<file path="src/rtl/sam_pkg.sv">
// Shared constants and types for the SAM bus memory slave.
package sam_pkg;

  localparam int unsigned BUS_W = 8;

  typedef enum logic {
    SAM_MEM_LOAD = 1'b0,
    SAM_MEM_RUN  = 1'b1
  } sam_mem_state_e;

  localparam logic RW_READ  = 1'b1;
  localparam logic RW_WRITE = 1'b0;

endpackage

</file>
<file path="src/rtl/sam_ram_sp.sv">
// Single-port synchronous RAM with a registered read port that can force zero.
module sam_ram_sp
  import sam_pkg::*;
#(
  parameter int unsigned DEPTH = 64,
  parameter int unsigned AW    = 6
) (
  input  logic             clk,
  input  logic             rst,
  input  logic             we,
  input  logic             re,
  input  logic             rd_zero,
  input  logic [AW-1:0]    addr,
  input  logic [BUS_W-1:0] wdata,
  output logic [BUS_W-1:0] rdata
);

  logic [BUS_W-1:0] mem [DEPTH];

  // Storage write; contents are deliberately not reset.
  always_ff @(posedge clk) begin
    if (we) mem[addr] <= wdata;
  end

  // Registered read data; holds until the next read, zero for rejected addresses.
  always_ff @(posedge clk) begin
    if (rst)     rdata <= '0;
    else if (re) rdata <= rd_zero ? '0 : mem[addr];
  end

endmodule

</file>
<file path="src/rtl/sam_bus_memory.sv">
// Memory slave on the SAM multiplexed bus with a post-reset byte-stream loader.
module sam_bus_memory
  import sam_pkg::*;
#(
  parameter int unsigned DEPTH         = 64,
  parameter int unsigned AW            = 6,
  parameter bit          LOAD_ON_RESET = 1'b1
) (
  input  logic       clk,
  input  logic       rst,
  input  logic [7:0] Bus_Out,
  input  logic       ALE,
  input  logic       En,
  input  logic       Rw,
  output logic [7:0] Bus_In,
  output logic       rd_valid,
  output logic       cpu_hold,
  input  logic       ld_valid,
  input  logic [7:0] ld_data,
  input  logic       ld_last,
  output logic       ld_ready,
  output logic       addr_err
);

  localparam sam_mem_state_e RESET_STATE = LOAD_ON_RESET ? SAM_MEM_LOAD : SAM_MEM_RUN;
  localparam logic [AW-1:0]  LAST_IDX    = AW'(DEPTH - 1);

  sam_mem_state_e   state_q, state_d;
  logic [BUS_W-1:0] addr_q, addr_d;
  logic [AW-1:0]    ld_ptr_q, ld_ptr_d;
  logic             rd_valid_d;
  logic             addr_err_d;
  logic [BUS_W-1:0] eff_c;
  logic             oor_c;
  logic             ram_we, ram_re, ram_zero;
  logic [AW-1:0]    ram_addr;
  logic [BUS_W-1:0] ram_wdata;

  // Next state, loader pointer, address latch and RAM port muxing.
  always_comb begin
    state_d    = state_q;
    ld_ptr_d   = ld_ptr_q;
    addr_d     = addr_q;
    rd_valid_d = 1'b0;
    addr_err_d = addr_err;
    ram_we     = 1'b0;
    ram_re     = 1'b0;
    ram_zero   = 1'b0;
    ram_addr   = ld_ptr_q;
    ram_wdata  = ld_data;
    eff_c      = ALE ? Bus_Out : addr_q;
    oor_c      = {1'b0, eff_c} >= 9'(DEPTH);

    case (state_q)
      SAM_MEM_LOAD: begin
        if (ld_valid) begin
          ram_we = 1'b1;
          if (ld_last || ld_ptr_q == LAST_IDX) state_d = SAM_MEM_RUN;
          if (ld_ptr_q != LAST_IDX) ld_ptr_d = ld_ptr_q + AW'(1);
        end
      end
      SAM_MEM_RUN: begin
        if (ALE) addr_d = Bus_Out;
        ram_addr  = eff_c[AW-1:0];
        ram_wdata = Bus_Out;
        if (En) begin
          if (oor_c) addr_err_d = 1'b1;
          if (Rw == RW_READ) begin
            ram_re     = 1'b1;
            ram_zero   = oor_c;
            rd_valid_d = 1'b1;
          end else begin
            ram_we = !oor_c;
          end
        end
      end
      default: state_d = RESET_STATE;
    endcase
  end

  // State and control registers; reset overrides everything.
  always_ff @(posedge clk) begin
    if (rst) begin
      state_q  <= RESET_STATE;
      addr_q   <= '0;
      ld_ptr_q <= '0;
      rd_valid <= 1'b0;
      addr_err <= 1'b0;
    end else begin
      state_q  <= state_d;
      addr_q   <= addr_d;
      ld_ptr_q <= ld_ptr_d;
      rd_valid <= rd_valid_d;
      addr_err <= addr_err_d;
    end
  end

  assign cpu_hold = (state_q == SAM_MEM_LOAD);
  assign ld_ready = (state_q == SAM_MEM_LOAD);

  sam_ram_sp #(.DEPTH(DEPTH), .AW(AW)) u_ram (
    .clk     (clk),
    .rst     (rst),
    .we      (ram_we),
    .re      (ram_re),
    .rd_zero (ram_zero),
    .addr    (ram_addr),
    .wdata   (ram_wdata),
    .rdata   (Bus_In)
  );

endmodule

</file>
<file path="config.mk">
export PLATFORM = sky130hd
export DESIGN_NAME = sam_bus_memory
export DESIGN_NICKNAME = d
export VERILOG_FILES = /design/src/rtl/sam_pkg.sv /design/src/rtl/sam_ram_sp.sv /design/src/rtl/sam_bus_memory.sv
export SDC_FILE = /design/constraint.sdc
export NUM_CORES = 1
export LEC_CHECK = 0
export ABC_AREA = 1
export ABC_CLOCK_PERIOD_IN_PS = 2750
export BUFFER_PORTS_ARGS = -buffer_cell sky130_fd_sc_hd__buf_2
export CORE_MARGIN = 10
export CORE_UTILIZATION = 50
export DETAILED_ROUTE_END_ITERATION = 8
export GPL_TIMING_DRIVEN = 0
export PLACE_DENSITY = 0.68
export SKIP_LAST_GASP = 1
export SYNTH_ARGS = -nofsm -noshare
export SYNTH_HDL_FRONTEND = slang
export SYNTH_HIERARCHICAL = 1
export SYNTH_SLANG_ARGS = --single-unit
</file>
<file path="constraint.sdc">
create_clock -name clk -period 2.75 [get_ports clk]
set_input_delay 0.55 -clock clk [delete_from_list [all_inputs] [get_ports clk]]
set_output_delay 0.55 -clock clk [all_outputs]
set_load 0.01 [all_outputs]
</file>
Yosys cells after proc, flatten, opt, wreduce, memory -nomap -nowiden --
Memories as Yosys holds them, arrays and structs flattened. Cells that the tools add are included.
Cells by class: mux-type cells 19, bitwise gates (word level) 1, reductions and logical operators 4, $lt $le $gt $ge 1, add/subtract/negate cells 1, equality and inequality tests 2
Operators with widths (number):
- $mux 8 | 3
- $mux 1 | 14
- $ge 8x7->1 const B | 1
- $add 6x1->6 const B | 1
- $eq 6x6->1 const B | 1
- $mux 6 | 1
- $ne 6x6->1 const B | 1
- $reduce_and 3->1 | 2
- $pmux 1 s2 | 1
- $logic_not 1->1 | 1
- $logic_or 1x1->1 | 1
- $not 1->1 | 1
Storage, ports and cells: register bits after elaboration 25, logic and storage cells 35, memories kept 1, bits in writable memories 512, output and inout bits 12, input bits 23
Memory list:
- u_ram.mem | depth 64, bits a word 8, rd ports 1, clocked after Yosys merged registers in 0, wr ports 1, line sam_ram_sp.sv:18 | logic [BUS_W-1:0] mem [DEPTH];

Longest topological paths before layout --
Gate-level depths: netlist (run 1).
depth after elaboration 8, gate-level depth with buffers 21, mapped depth without buffers 17

Cells and area by module --
Netlist (run 1), hierarchy kept.
Modules (own cells, without submodules):
- sam_ram_sp | area each 22171.3 µm², cells an instance 2190, times used 1, sequential area each 15534.9 µm²
- sam_bus_memory | area each 974.7 µm², cells an instance 155, times used 1, sequential area each 340.3 µm²

Worst setup path before layout (run 1) --
OpenSTA, ideal clock, no wires.
path kind register to register, from register state_q, to memory u_ram.mem[0][1] (data pin), buffers on the path 2, path slack -0.101 ns, stages on the path, launching flop included 5, arrival 2.333 ns, data required time 2.232 ns, library setup time 0.518 ns, clock period less this slack 2.851 ns, path through dfxtp_1 inv_2 buf_6 buf_4 o21ai_1
On the way: cells in the longest elaborated chain, start to end 1
Ends and longest elaborated chain:
- from (decl) | line sam_bus_memory.sv:28 | sam_mem_state_e state_q, state_d;
- from (signal assigned) | line sam_bus_memory.sv:90 | state_q <= state_d;
- $mux 8 | line sam_bus_memory.sv:54 | case (state_q)
- net ram_wdata[1] | line sam_bus_memory.sv:37 | logic [BUS_W-1:0] ram_wdata;
- to (decl) | line sam_ram_sp.sv:18
The timed path passes the listed nets, and every way through them passes these cells.

Worst setup path in the final report (run 1) --
from register state_q, to memory u_ram.mem[27][0] (enable)
On the way: elaborated cells on any way between the ends 5, those cells by class mux: 4; bitwise: 1
RTL lines:
- $mux 6 | line sam_bus_memory.sv:54
- net ram_addr[1] | line sam_bus_memory.sv:36 | logic [AW-1:0] ram_addr;
The timed path passes the listed nets, and every way through them passes these cells.

==> metrics.md, run 1 <==
| Metric | Value |
|---|---|
| Post-Place Cell Area | 0.02435 sq mm |
| Post-Syn Nets | 2369 |
| Cts-stage hold buffer count | 0 |
| Effective utilization at floorplan | 50.79% |
| R2r startpoint | state_q |
| Critical Path End | u_ram/mem[27][0] |
| Fin crit share | 98.77% |
| Warnings, synthesis | 6 |
| Number of antenna violations at the first check in global routing | 0 |
| RSZ-0062 raised after global routing | true |
| Post-route DRC | 0 |
| Vertical extent of the die | 235.2 microns |
| Post-route cell area | 0.02863 sq mm |
| Data required time of the worst path | 3.07 ns |
| Tightest Pin Transition | 0.9889 ns |
| Element type at the critical path end | flip-flop |
| Layout area overhead | 23.69% |
| Most common cell after layout, fill and taps aside | sky130_fd_sc_hd__nand2_1 |
| Total grt overflow | 0 |
| Half-perimeter wire length after placement | 42900 microns |
| Post-synthesis sequential area ratio | 68.59% |
| IO Port Bufs | 34 |
| Count of cells along the worst register-to-register path | 12 |
| Hold Violations, Final | 0 |
| Finished Core Util | 62.82% |
| Drt total wl | 68990 microns |
| Power density over the cells | 665.6 mW/mm^2 |
| Total of flip-flops plus latches after synthesis | 537 |
| Crit Path Max Fanout | 11 |
| Synthesized area divided by synthesized cell count | 9.870 sq um |
| Num rows | 78 |
| Pin count of the biggest net entering global routing | 65 |
| Kind of path behind the tightest hold check | primary input to flip-flop |
| Final WS setup | 0.03378 ns |
| First-pass GRT wire length | 102600 microns |
| CTS tree | built |
| P_leak | 11.76 nW |
| Critical path start-end classification | flip-flop to flip-flop |
| Total count of max-transition violations in the final report | 0 |
| Vias per cell | 5.504 |
| Post-DRT Antenna Nets | 0 |
| Final setup vio count | 0 |
| Area of the mapped netlist | 0.02315 sq mm |
| Total of fill cells in the finished design | 3428 |
| Total via count in the routed design | 17.57k |
| Worst slack at placement | -1.309 ns |
| Total number of H-tree levels | 2 |
| Number of clock sinks | 537 |
| Largest buffer count on any clock path | 3 |
| RR Endpoint | u_ram/mem[27][0] |
| Netlist cell types | 28 |
| DR WL/cell | 21.61 microns |
| ANT cells | 0 |
| Aggregate global-route resource usage | 24.15% |
| Clock period minus worst slack | 2.716 ns |
| Vias in the first global route | 17.08k |
| Final net count | 2571 |
| Highest ir drop seen on vdd | 510.5 uV |
| Most used cells in the layout excluding fill and tap cells | sky130_fd_sc_hd__nand2_1, sky130_fd_sc_hd__edfxtp_1, sky130_fd_sc_hd__nor2_4 |
| DIE AREA | 0.05530 sq mm |
| Relative slew margins | 33.82% |
| Clock insertion delay at the later pin of the skew report | 0.61 ns |
| Max-cap viol count | 0 |
| Detailed-router iteration count before antenna repair | 7 |
| Core area | 0.04558 sq mm |
| Kind of launch point of the worst setup path | flip-flop |
| Fraction of final layout cells with drive strength greater than 1 | 18.20% |
| Result of the run | completed |
| Register clock-pin slew on the reported worst setup and hold paths | 0.06 ns |
| Number of clock buffers inserted by TritonCTS | 55 |
| Setup slack, reg-to-reg | 0.03 ns |
| Worst Setup SP | state_q |
| Worst path arrival time | 3.04 ns |
| Horizontal extent of the die | 235.2 microns |
| Synthesized instance count | 2345 |
| I/O pin count | 35 |
| Post-route clock skew | 0.01587 ns |
| Iteration-0 DRC count of the detailed router | 2066 |
| CTS Root Buffer Type | sky130_fd_sc_hd__clkbuf_16 |
| Maximum achievable frequency | 368.2 MHz |
| Final GP Congestion | 0.9948 |
layer usage:
| layer | share of wire (%) | up-vias | wire length (microns) | GRT usage, % |
|---|---|---|---|---|
| met2 | 46 | 1074 | 31620 | 37.84 |
| met3 | 11 | 245 | 7453 | 5.421 |
| met5 | 0 | - | 0 | 0 |
| met4 | 5.2 | 0 | 3619 | 12.53 |
| li1 | - | 8005 | - | - |
| met1 | 38 | 8249 | 26290 | 31.00 |
cell families after synthesis:
| kind of cell | share of synthesized area (%) |
|---|---|
| and+or+nand+nor | 26.11 |
| DFF | 68.59 |
| buffers and inverters | 3.806 |
| AOI/OAI and AO/OA | 1.443 |
| adders and majority gates | 0.05405 |
synthesized netlist by cell type, drive strengths merged:
library cell	count	share of area [%]
a31oi	1	0.027
o211ai	9	0.29
buf	94	2.7
a21oi	20	0.50
o21ai	29	0.63
nand2	1447	23
nor3	5	0.19
nand3	17	0.37
nor2	114	1.9
clkbuf	14	0.23
inv	48	0.80
clkinv	2	0.032
or2	5	0.14
nand4	2	0.054
dfxtp	25	2.2
ha	1	0.054
edfxtp	512	66
layout make-up:
type / instances / area (sq um) / share of cell area (%)
repair inverters: 1 / 8.758 / 0.03059
clock inverters: 34 / 259.0 / 0.9046
plain buffers: 108 / 893.4 / 3.120
flip-flops and latches: 537 / 15880 / 55.46
multi-input cells: 1650 / 7209 / 25.18
well taps: 600 / 750.7 / 2.622
inverters: 50 / 231.5 / 0.8085
clock buffers: 69 / 1491 / 5.209
repair buffers: 144 / 1907 / 6.660
how the worst min path moves through the flow:
stage	startpoint	endpoint	slack, ns	cells after the start
6_report	ld_valid	state_q	0.21	3
5_1_grt	ld_valid	state_q	0.21	3
4_1_cts	ld_valid	state_q	0.20	3
3_5_place_dp	addr_err	addr_err	0.46	2
3_3_place_gp	addr_err	addr_err	0.44	2
2_1_floorplan	addr_q[1]	addr_q[1]	0.44	2
state kept, by name (all words and copies together), names as in the netlist:
name,count
u_ram/rdata,8
ld_ptr_q,6
rd_valid,1
state_q,1
addr_err,1
addr_q,8
u_ram/mem,512
per-stage QoR:
stage,hold WS [ns],cells,TNS [ns],power (mW)
floorplan,0.4437,2345,-32.25,10.68
global placement,0.4365,2979,-1413.15,11.50
detailed placement,0.4555,2988,-507.91,11.56
CTS,0.1993,3181,0,18.90
global route,0.2126,3193,-1.975,19.67
finish,0.2080,3193,0,19.06
report_power, final:
part	switching [mW]	total (mW)	internal, mW	leakage (nW)
clock network	3.09	7.29	4.20	0.867
logic	1.88	2.64	0.766	6.08
registers	0.0180	9.12	9.11	4.82
critical path: stages (launching register included):
cell and delay, ns:
sky130_fd_sc_hd__dfxtp_4 0.35, sky130_fd_sc_hd__inv_2 0.06, sky130_fd_sc_hd__buf_6 0.14, sky130_fd_sc_hd__buf_6 0.15, sky130_fd_sc_hd__nand2_1 0.05, sky130_fd_sc_hd__nand2_1 0.06, sky130_fd_sc_hd__clkbuf_4 0.24, sky130_fd_sc_hd__inv_2 0.09
sky130_fd_sc_hd__buf_6 0.19, sky130_fd_sc_hd__nor2_4 0.30, sky130_fd_sc_hd__nand3_4 0.36, sky130_fd_sc_hd__nor2_4 0.23, sky130_fd_sc_hd__buf_12 0.16
timing repair:
action,CTS,global route
pin swaps,60,18
hold endpoints to repair,0,0
cloned,0,2
setup endpoints to repair,520,520
buffers inserted,90,10
resized for setup,202,98
Power figures use the tool's default switching activity.
==> run 2: changes to the inputs <==
Settings changed: ABC_CLOCK_PERIOD_IN_PS 2750 to 3100, CORE_UTILIZATION 50 to 25, PLACE_DENSITY 0.68 to not set.
Clock period 2.75 ns to 3.1 ns, I/O delays scaled along.
==> metrics.md, run 2 (synthesis gave the netlist of run 1 again) <==
| Metric | Value |
|---|---|
| Worst slack at placement | -1.055 ns (was -1.309 ns) |
| Final GP Congestion | 0.9216 (was 0.9948) |
| Clock insertion delay at the later pin of the skew report | 0.61 ns (about the same) |
| DIE AREA | 0.1052 sq mm (was 0.05530 sq mm) |
| Power density over the cells | 594.4 mW/mm^2 (was 665.6 mW/mm^2) |
| Crit Path Max Fanout | 10 (was 11) |
| Number of clock sinks | 537 (unchanged) |
| Vertical extent of the die | 324.3 microns (was 235.2 microns) |
| Horizontal extent of the die | 324.3 microns (was 235.2 microns) |
| Relative slew margins | 31.29% (was 33.82%) |
| Register clock-pin slew on the reported worst setup and hold paths | 0.06 ns (about the same) |
| Post-route clock skew | 0.01946 ns (was 0.01587 ns) |
| Fraction of final layout cells with drive strength greater than 1 | 14.27% (was 18.20%) |
| RSZ-0062 raised after global routing | true (unchanged) |
| CTS Root Buffer Type | sky130_fd_sc_hd__clkbuf_16 (unchanged) |
| Highest ir drop seen on vdd | 411.0 uV (was 510.5 uV) |
| Max FFs per register | 512 (unchanged) |
| Most used cells in the layout excluding fill and tap cells | sky130_fd_sc_hd__nand2_1, sky130_fd_sc_hd__edfxtp_1, sky130_fd_sc_hd__buf_2 (was sky130_fd_sc_hd__nand2_1, sky130_fd_sc_hd__edfxtp_1, sky130_fd_sc_hd__nor2_4) |
| Effective utilization at floorplan | 25.21% (was 50.79%) |
| Final setup TNS | 0 ns (unchanged) |
| Max-cap viol count | 0 (unchanged) |
| Total count of max-transition violations in the final report | 0 (unchanged) |
| Post-DRT Antenna Nets | 0 (unchanged) |
| Aggregate global-route resource usage | 12.39% (was 24.15%) |
| Post-route DRC | 0 (unchanged) |
| Vias per cell | 4.443 (was 5.504) |
| First-pass GRT wire length | 97900 microns (was 102600 microns) |
| Clock period minus worst slack | 3.043 ns (was 2.716 ns) |
| Number of antenna violations at the first check in global routing | 3 (was 0) |
| Drt total wl | 67180 microns (was 68990 microns) |
| Num rows | 111 (was 78) |
| Register containing the most flip-flops in the final layout | u_ram/mem (unchanged) |
| Cts-stage hold buffer count | 0 (unchanged) |
| Fin crit share | 98.15% (was 98.77%) |
| Registers with the most flip-flops | u_ram/mem: 512 flops, addr_q: 8 flops, u_ram/rdata: 8 flops (unchanged) |
| Layout area overhead | 21.88% (was 23.69%) |
| Finished Core Util | 30.73% (was 62.82%) |
| Worst path arrival time | 3.30 ns (was 3.04 ns) |
| Post-Place Cell Area | 0.02517 sq mm (was 0.02435 sq mm) |
| Post-route cell area | 0.02821 sq mm (was 0.02863 sq mm) |
| Data required time of the worst path | 3.36 ns (was 3.07 ns) |
| Total number of H-tree levels | 2 (unchanged) |
| Most common cell after layout, fill and taps aside | sky130_fd_sc_hd__nand2_1 (unchanged) |
| Largest buffer count on any clock path | 3 (unchanged) |
| Kind of launch point of the worst setup path | flip-flop (unchanged) |
| Maximum achievable frequency | 328.7 MHz (was 368.2 MHz) |
| Detailed-router iteration count before antenna repair | 5 (was 7) |
| Kind of path behind the tightest hold check | primary input to flip-flop (unchanged) |
| ANT cells | 0 (unchanged) |
| Core area | 0.09180 sq mm (was 0.04558 sq mm) |
| Vias in the first global route | 15.51k (was 17.08k) |
| P_leak | 11.27 nW (was 11.76 nW) |
| Total via count in the routed design | 16.76k (was 17.57k) |
| Final net count | 2509 (was 2571) |
| Final setup vio count | 0 (unchanged) |
| Pin count of the biggest net entering global routing | 65 (unchanged) |
| Final Hold Slack | 0.3035 ns (was 0.2080 ns) |
| Number of clock buffers inserted by TritonCTS | 57 (was 55) |
| CTS tree | built (unchanged) |
| Total grt overflow | 0 (unchanged) |
| Final WS setup | 0.05725 ns (was 0.03378 ns) |
| Iteration-0 DRC count of the detailed router | 1601 (was 2066) |
| Tightest Pin Transition | 1.027 ns (was 0.9889 ns) |
| Critical path start-end classification | flip-flop to flip-flop (unchanged) |
| Result of the run | completed (unchanged) |
| Half-perimeter wire length after placement | 45050 microns (was 42900 microns) |
| I/O pin count | 35 (unchanged) |
| Setup slack, reg-to-reg | 0.06 ns (was 0.03 ns) |
| IO Port Bufs | 34 (unchanged) |
| Element type at the critical path end | flip-flop (unchanged) |
| DR WL/cell | 17.81 microns (was 21.61 microns) |
| Hold Violations, Final | 0 (unchanged) |
| Total of fill cells in the finished design | 9311 (was 3428) |
[run 2: path summary, 6_finish.rpt]
kind / start / endpoint / cells after the start
max: state_q / u_ram/mem[25][1] / 10
min: ld_valid / state_q / 3
max reg2reg: state_q / u_ram/mem[25][1] / 10
min reg2reg: addr_q[1] / addr_q[1] / 2
[run 2: metal layers]
metal | global-route usage, % | routed length [microns]
met5 | 0 | 46
met4 | 5.058 | 2807
met3 | 2.808 | 6036
met2 | 19.43 | 30090
met1 | 16.38 | 28200
[run 2: power breakdown]
group / total [mW] / switching, mW / internal (mW)
Clock: 6.49 / 2.74 / 3.75
Combinational: 2.18 / 1.60 / 0.586
Sequential: 8.10 / 0.0175 / 8.08
[run 2: repair_timing]
item | in CTS | in global routing
resized for setup | 146 | 36
pin swaps | 6 | 19
buffers inserted | 9 | 28
setup endpoints to repair | 513 | 504
[run 2: critical path, stage by stage, from the launching register on]
cell and delay [ns]:
sky130_fd_sc_hd__dfxtp_1 0.44, sky130_fd_sc_hd__inv_2 0.06, sky130_fd_sc_hd__buf_6 0.14, sky130_fd_sc_hd__nor2_1 0.09
sky130_fd_sc_hd__o21ai_1 0.08, sky130_fd_sc_hd__o21ai_0 0.12, sky130_fd_sc_hd__buf_6 0.27, sky130_fd_sc_hd__buf_2 0.34
sky130_fd_sc_hd__clkbuf_4 0.34, sky130_fd_sc_hd__nand3_4 0.31, sky130_fd_sc_hd__nor2_4 0.47
[run 2: area by class of cell]
type                            count  area, sq um  area share [%]
Inverter                           50        216.5          0.7673
Clock inverter                     21        131.4          0.4657
Buffer                            108        728.2           2.581
Multi-Input combinational cell   1650         7091           25.13
Sequential cell                   537        15880           56.27
Tap cell                         1243         1555           5.513
Timing Repair Buffer               81        965.9           3.424
Clock buffer                       83         1648           5.841
[run 2: per-stage QoR]
step / power, mW / std cells
after global placement: 10.25 / 3622
after detailed placement: 10.30 / 3632
final: 16.77 / 3773
after CTS: 16.82 / 3745
after floorplan: 9.477 / 2345
after global routing: 17.36 / 3773
==> run 3: changes to the inputs <==
Settings changed: ABC_AREA 1 to 0.
==> metrics.md, run 3 <==
| Metric | Value |
|---|---|
| Fraction of final layout cells with drive strength greater than 1 | 27.42% (was 14.27%) |
| Total of flip-flops plus latches after synthesis | 537 (unchanged) |
| Vertical extent of the die | 311.3 microns (was 324.3 microns) |
| Most used flip-flop cell after synthesis | sky130_fd_sc_hd__edfxtp_1 (unchanged) |
| Largest area contributor in the synthesized netlist | sky130_fd_sc_hd__edfxtp_1 (unchanged) |
| Synthesized instance count | 1312 (was 2345) |
| Critical path start-end classification | flip-flop to flip-flop (unchanged) |
| CTS tree | built (unchanged) |
| Crit Path Max Fanout | 10 (unchanged) |
| Layout area overhead | 22.15% (was 21.88%) |
| Power density over the cells | 630.6 mW/mm^2 (was 594.4 mW/mm^2) |
| Half-perimeter wire length after placement | 45530 microns (was 45050 microns) |
| Vias in the first global route | 13.09k (was 15.51k) |
| Data required time of the worst path | 3.65 ns (was 3.36 ns) |
| Max FFs per register | 512 (unchanged) |
| Number of antenna violations at the first check in global routing | 0 (was 3) |
| First-pass GRT wire length | 95810 microns (was 97900 microns) |
| Post-Place Cell Area | 0.02279 sq mm (was 0.02517 sq mm) |
| Clock insertion delay at the later pin of the skew report | 0.60 ns (was 0.61 ns) |
| Share of synthesized flip-flops with an asynchronous set or reset | 0% (unchanged) |
| Vias per cell | 5.287 (was 4.443) |
| Number of clock sinks | 537 (unchanged) |
| Synthesized area divided by synthesized cell count | 16.17 sq um (was 9.870 sq um) |
| Num rows | 106 (was 111) |
| Final setup vio count | 0 (unchanged) |
| Registers with the most flip-flops | u_ram/mem: 512 flops, addr_q: 8 flops, u_ram/rdata: 8 flops (unchanged) |
| Horizontal extent of the die | 311.3 microns (was 324.3 microns) |
| Total grt overflow | 0 (unchanged) |
| Pin count of the biggest net entering global routing | 65 (unchanged) |
| Overall power after layout | 16.34 mW (was 16.77 mW) |
| Sequential cell area | 0.01588 sq mm (unchanged) |
| Total via count in the routed design | 13.81k (was 16.76k) |
| Largest buffer count on any clock path | 3 (unchanged) |
| Post-DRT Antenna Nets | 0 (unchanged) |
| Max-cap viol count | 0 (unchanged) |
| Register containing the most flip-flops in the final layout | u_ram/mem (unchanged) |
| DIE AREA | 0.09689 sq mm (was 0.1052 sq mm) |
| Element type at the critical path end | flip-flop (unchanged) |
| Hold Violations, Final | 0 (unchanged) |
| Post-route DRC | 0 (unchanged) |
| Total count of max-transition violations in the final report | 0 (unchanged) |
| Share of the synthesized area in the top cell type | 72.49% (was 66.43%) |
| Netlist cell types | 65 (was 28) |
| Footprint of the multi-input gates | 0.005578 sq mm (was 0.007091 sq mm) |
| IO Port Bufs | 33 (was 34) |
| Register clock-pin slew on the reported worst setup and hold paths | 0.06 ns (about the same) |
| I/O pin count | 35 (unchanged) |
| Kind of path behind the tightest hold check | primary input to flip-flop (unchanged) |
| Number of clock buffers inserted by TritonCTS | 54 (was 57) |
| Clock period minus worst slack | 3.072 ns (was 3.043 ns) |
| Maximum achievable frequency | 325.5 MHz (was 328.7 MHz) |
| Worst slack at placement | -1.833 ns (was -1.055 ns) |
| Total of fill cells in the finished design | 8274 (was 9311) |
| Most instantiated library cell after synthesis | sky130_fd_sc_hd__edfxtp_1 (was sky130_fd_sc_hd__nand2_1) |
| Count of flip-flops with a built-in enable after synthesis | 512 (unchanged) |
| Highest ir drop seen on vdd | 510.7 uV (was 411.0 uV) |
| Post-route cell area | 0.02591 sq mm (was 0.02821 sq mm) |
| Most used cells in the layout excluding fill and tap cells | sky130_fd_sc_hd__edfxtp_1, sky130_fd_sc_hd__a22oi_1, sky130_fd_sc_hd__a221oi_1 (was sky130_fd_sc_hd__nand2_1, sky130_fd_sc_hd__edfxtp_1, sky130_fd_sc_hd__buf_2) |
| Post-route clock skew | 0.01634 ns (was 0.01946 ns) |
| Detailed-router iteration count before antenna repair | 7 (was 5) |
| Setup slack, reg-to-reg | 0.03 ns (was 0.06 ns) |
| P_leak | 7.878 nW (was 11.27 nW) |
| Total number of H-tree levels | 2 (unchanged) |
| Worst path arrival time | 3.62 ns (was 3.30 ns) |
| Top cells by area in the synthesized netlist | sky130_fd_sc_hd__edfxtp_1, sky130_fd_sc_hd__a22oi_1, sky130_fd_sc_hd__a221oi_1 (was sky130_fd_sc_hd__edfxtp_1, sky130_fd_sc_hd__nand2_1, sky130_fd_sc_hd__dfxtp_1) |
| Relative slew margins | 6.149% (was 31.29%) |
| Tightest Pin Transition | 1.408 ns (was 1.027 ns) |
| Post-Syn Nets | 1336 (was 2369) |
| Area of the mapped netlist | 0.02121 sq mm (was 0.02315 sq mm) |
| Fin crit share | 99.09% (was 98.15%) |
| Kind of launch point of the worst setup path | flip-flop (unchanged) |
| Warnings, synthesis | 6 (unchanged) |
| Final WS setup | 0.02810 ns (was 0.05725 ns) |
| Result of the run | completed (unchanged) |
| Aggregate global-route resource usage | 13.42% (was 12.39%) |
| Final GP Congestion | 0.9607 (was 0.9216) |
| Iteration-0 DRC count of the detailed router | 1844 (was 1601) |
| Post-synthesis sequential area ratio | 74.85% (was 68.59%) |
| RSZ-0062 raised after global routing | true (unchanged) |
| CTS Root Buffer Type | sky130_fd_sc_hd__clkbuf_16 (unchanged) |
| Most used standard cells in the synthesized netlist | sky130_fd_sc_hd__edfxtp_1, sky130_fd_sc_hd__nor2_1, sky130_fd_sc_hd__a22oi_1 (was sky130_fd_sc_hd__nand2_1, sky130_fd_sc_hd__edfxtp_1, sky130_fd_sc_hd__nor2_1) |
| Most common cell after layout, fill and taps aside | sky130_fd_sc_hd__edfxtp_1 (was sky130_fd_sc_hd__nand2_1) |
| DR WL/cell | 26.25 microns (was 17.81 microns) |
| Final setup TNS | 0 ns (unchanged) |
| Effective utilization at floorplan | 25.30% (was 25.21%) |
| Final net count | 1458 (was 2509) |
| Core area | 0.08382 sq mm (was 0.09180 sq mm) |
| Drt total wl | 68560 microns (was 67180 microns) |
-- run 3: cell types whose count changed after synthesis, moves of 27 or more --
| cell | before | now |
|---|---|---|
| sky130_fd_sc_hd__mux2i_1 | 0 | 36 |
| sky130_fd_sc_hd__clkbuf_1 | 14 | 46 |
| sky130_fd_sc_hd__o22ai_1 | 0 | 35 |
| sky130_fd_sc_hd__a221oi_1 | 0 | 79 |
| sky130_fd_sc_hd__nand2_1 | 1445 | 34 |
| sky130_fd_sc_hd__mux2_2 | 0 | 41 |
| sky130_fd_sc_hd__inv_1 | 44 | 2 |
| sky130_fd_sc_hd__nor3_1 | 1 | 28 |
| sky130_fd_sc_hd__a22oi_1 | 0 | 96 |
-- run 3: path summary, 6_finish.rpt --
kind	depth (start not counted)	to	start
min reg2reg	2	addr_q[6]	addr_q[6]
max	14	u_ram/rdata[3]	state_q
max reg2reg	14	u_ram/rdata[3]	state_q
min	3	addr_q[6]	Bus_Out[6]
-- run 3: worst max-delay path, stage by stage, from the launching register on --
cell                       delay [ns]
sky130_fd_sc_hd__dfxtp_1         0.32
sky130_fd_sc_hd__clkbuf_4        0.19
sky130_fd_sc_hd__buf_4           0.18
sky130_fd_sc_hd__nor2_1          0.06
sky130_fd_sc_hd__a21oi_1         0.15
sky130_fd_sc_hd__buf_6           0.19
sky130_fd_sc_hd__and2_1          0.15
sky130_fd_sc_hd__buf_6           0.11
sky130_fd_sc_hd__buf_2           0.36
sky130_fd_sc_hd__buf_4           0.34
sky130_fd_sc_hd__a22oi_1         0.13
sky130_fd_sc_hd__o22ai_1         0.21
sky130_fd_sc_hd__nand2_1         0.14
sky130_fd_sc_hd__o221ai_1        0.20
sky130_fd_sc_hd__o221a_1         0.26
-- run 3: per-stage QoR --
| stage | utilization, % | cells | hold slack (ns) |
|---|---|---|---|
| floorplan | - | 1312 | 0.4357 |
| global placement | 27.19 | 2479 | 0.4560 |
| detailed placement | 27.19 | 2479 | 0.4545 |
| CTS | 30.72 | 2611 | 0.2750 |
| global route | 30.90 | 2611 | 0.3049 |
| finish | 30.91 | 2612 | 0.2985 |
-- run 3: kinds of logic (layout without fill, tap and decap cells) --
logic type | count (synthesis) | in the layout | synth area share (%)
flip-flops | 537 | 537 | 74.85
AO/OA/AOI/OAI | 346 | 346 | 12.31
AND/OR/NAND/NOR | 229 | 229 | 5.062
buffers and inverters | 106 | 271 | 2.395
multiplexers | 93 | 93 | 5.327
adder cells (fa/ha/maj) | 1 | 1 | 0.05898
other | 0 | 1 | 0
-- run 3: repair_timing --
| action | in CTS | in global routing |
|---|---|---|
| resized for setup | 261 | 50 |
| setup endpoints to repair | 520 | 377 |
| setup buffers | 35 | 0 |
| hold buffers | 0 | 0 |
| pin swaps | 17 | 5 |
| endpoints found under the hold margin | 0 | 0 |
-- run 3: final cells by class --
cell class              instances  share of cell area (%)
repair buffers                 68                   2.280
diodes                          1                0.009660
clock inverters                31                  0.9611
clock buffers                  68                   5.617
multi-input cells             669                   21.53
well taps                    1134                   5.477
plain buffers                  99                   2.772
inverters                       5                 0.07245
flip-flops and latches        537                   61.28
-- run 3: report_power, final --
group | internal [mW] | switching, mW
clock | 3.64 | 2.66
combinational | 0.569 | 1.38
sequential | 8.06 | 0.0185
total | 12.3 | 4.07
-- run 3: routing by layer --
| layer | global-route usage, % | wire [microns] | up-vias |
|---|---|---|---|
| met4 | 4.963 | 2996 | 0 |
| met1 | 18.36 | 26920 | 7159 |
| met3 | 2.811 | 7691 | 153 |
| li1 | - | - | 5624 |
| met2 | 20.71 | 30950 | 874 |
| met5 | 0 | 0 | - |
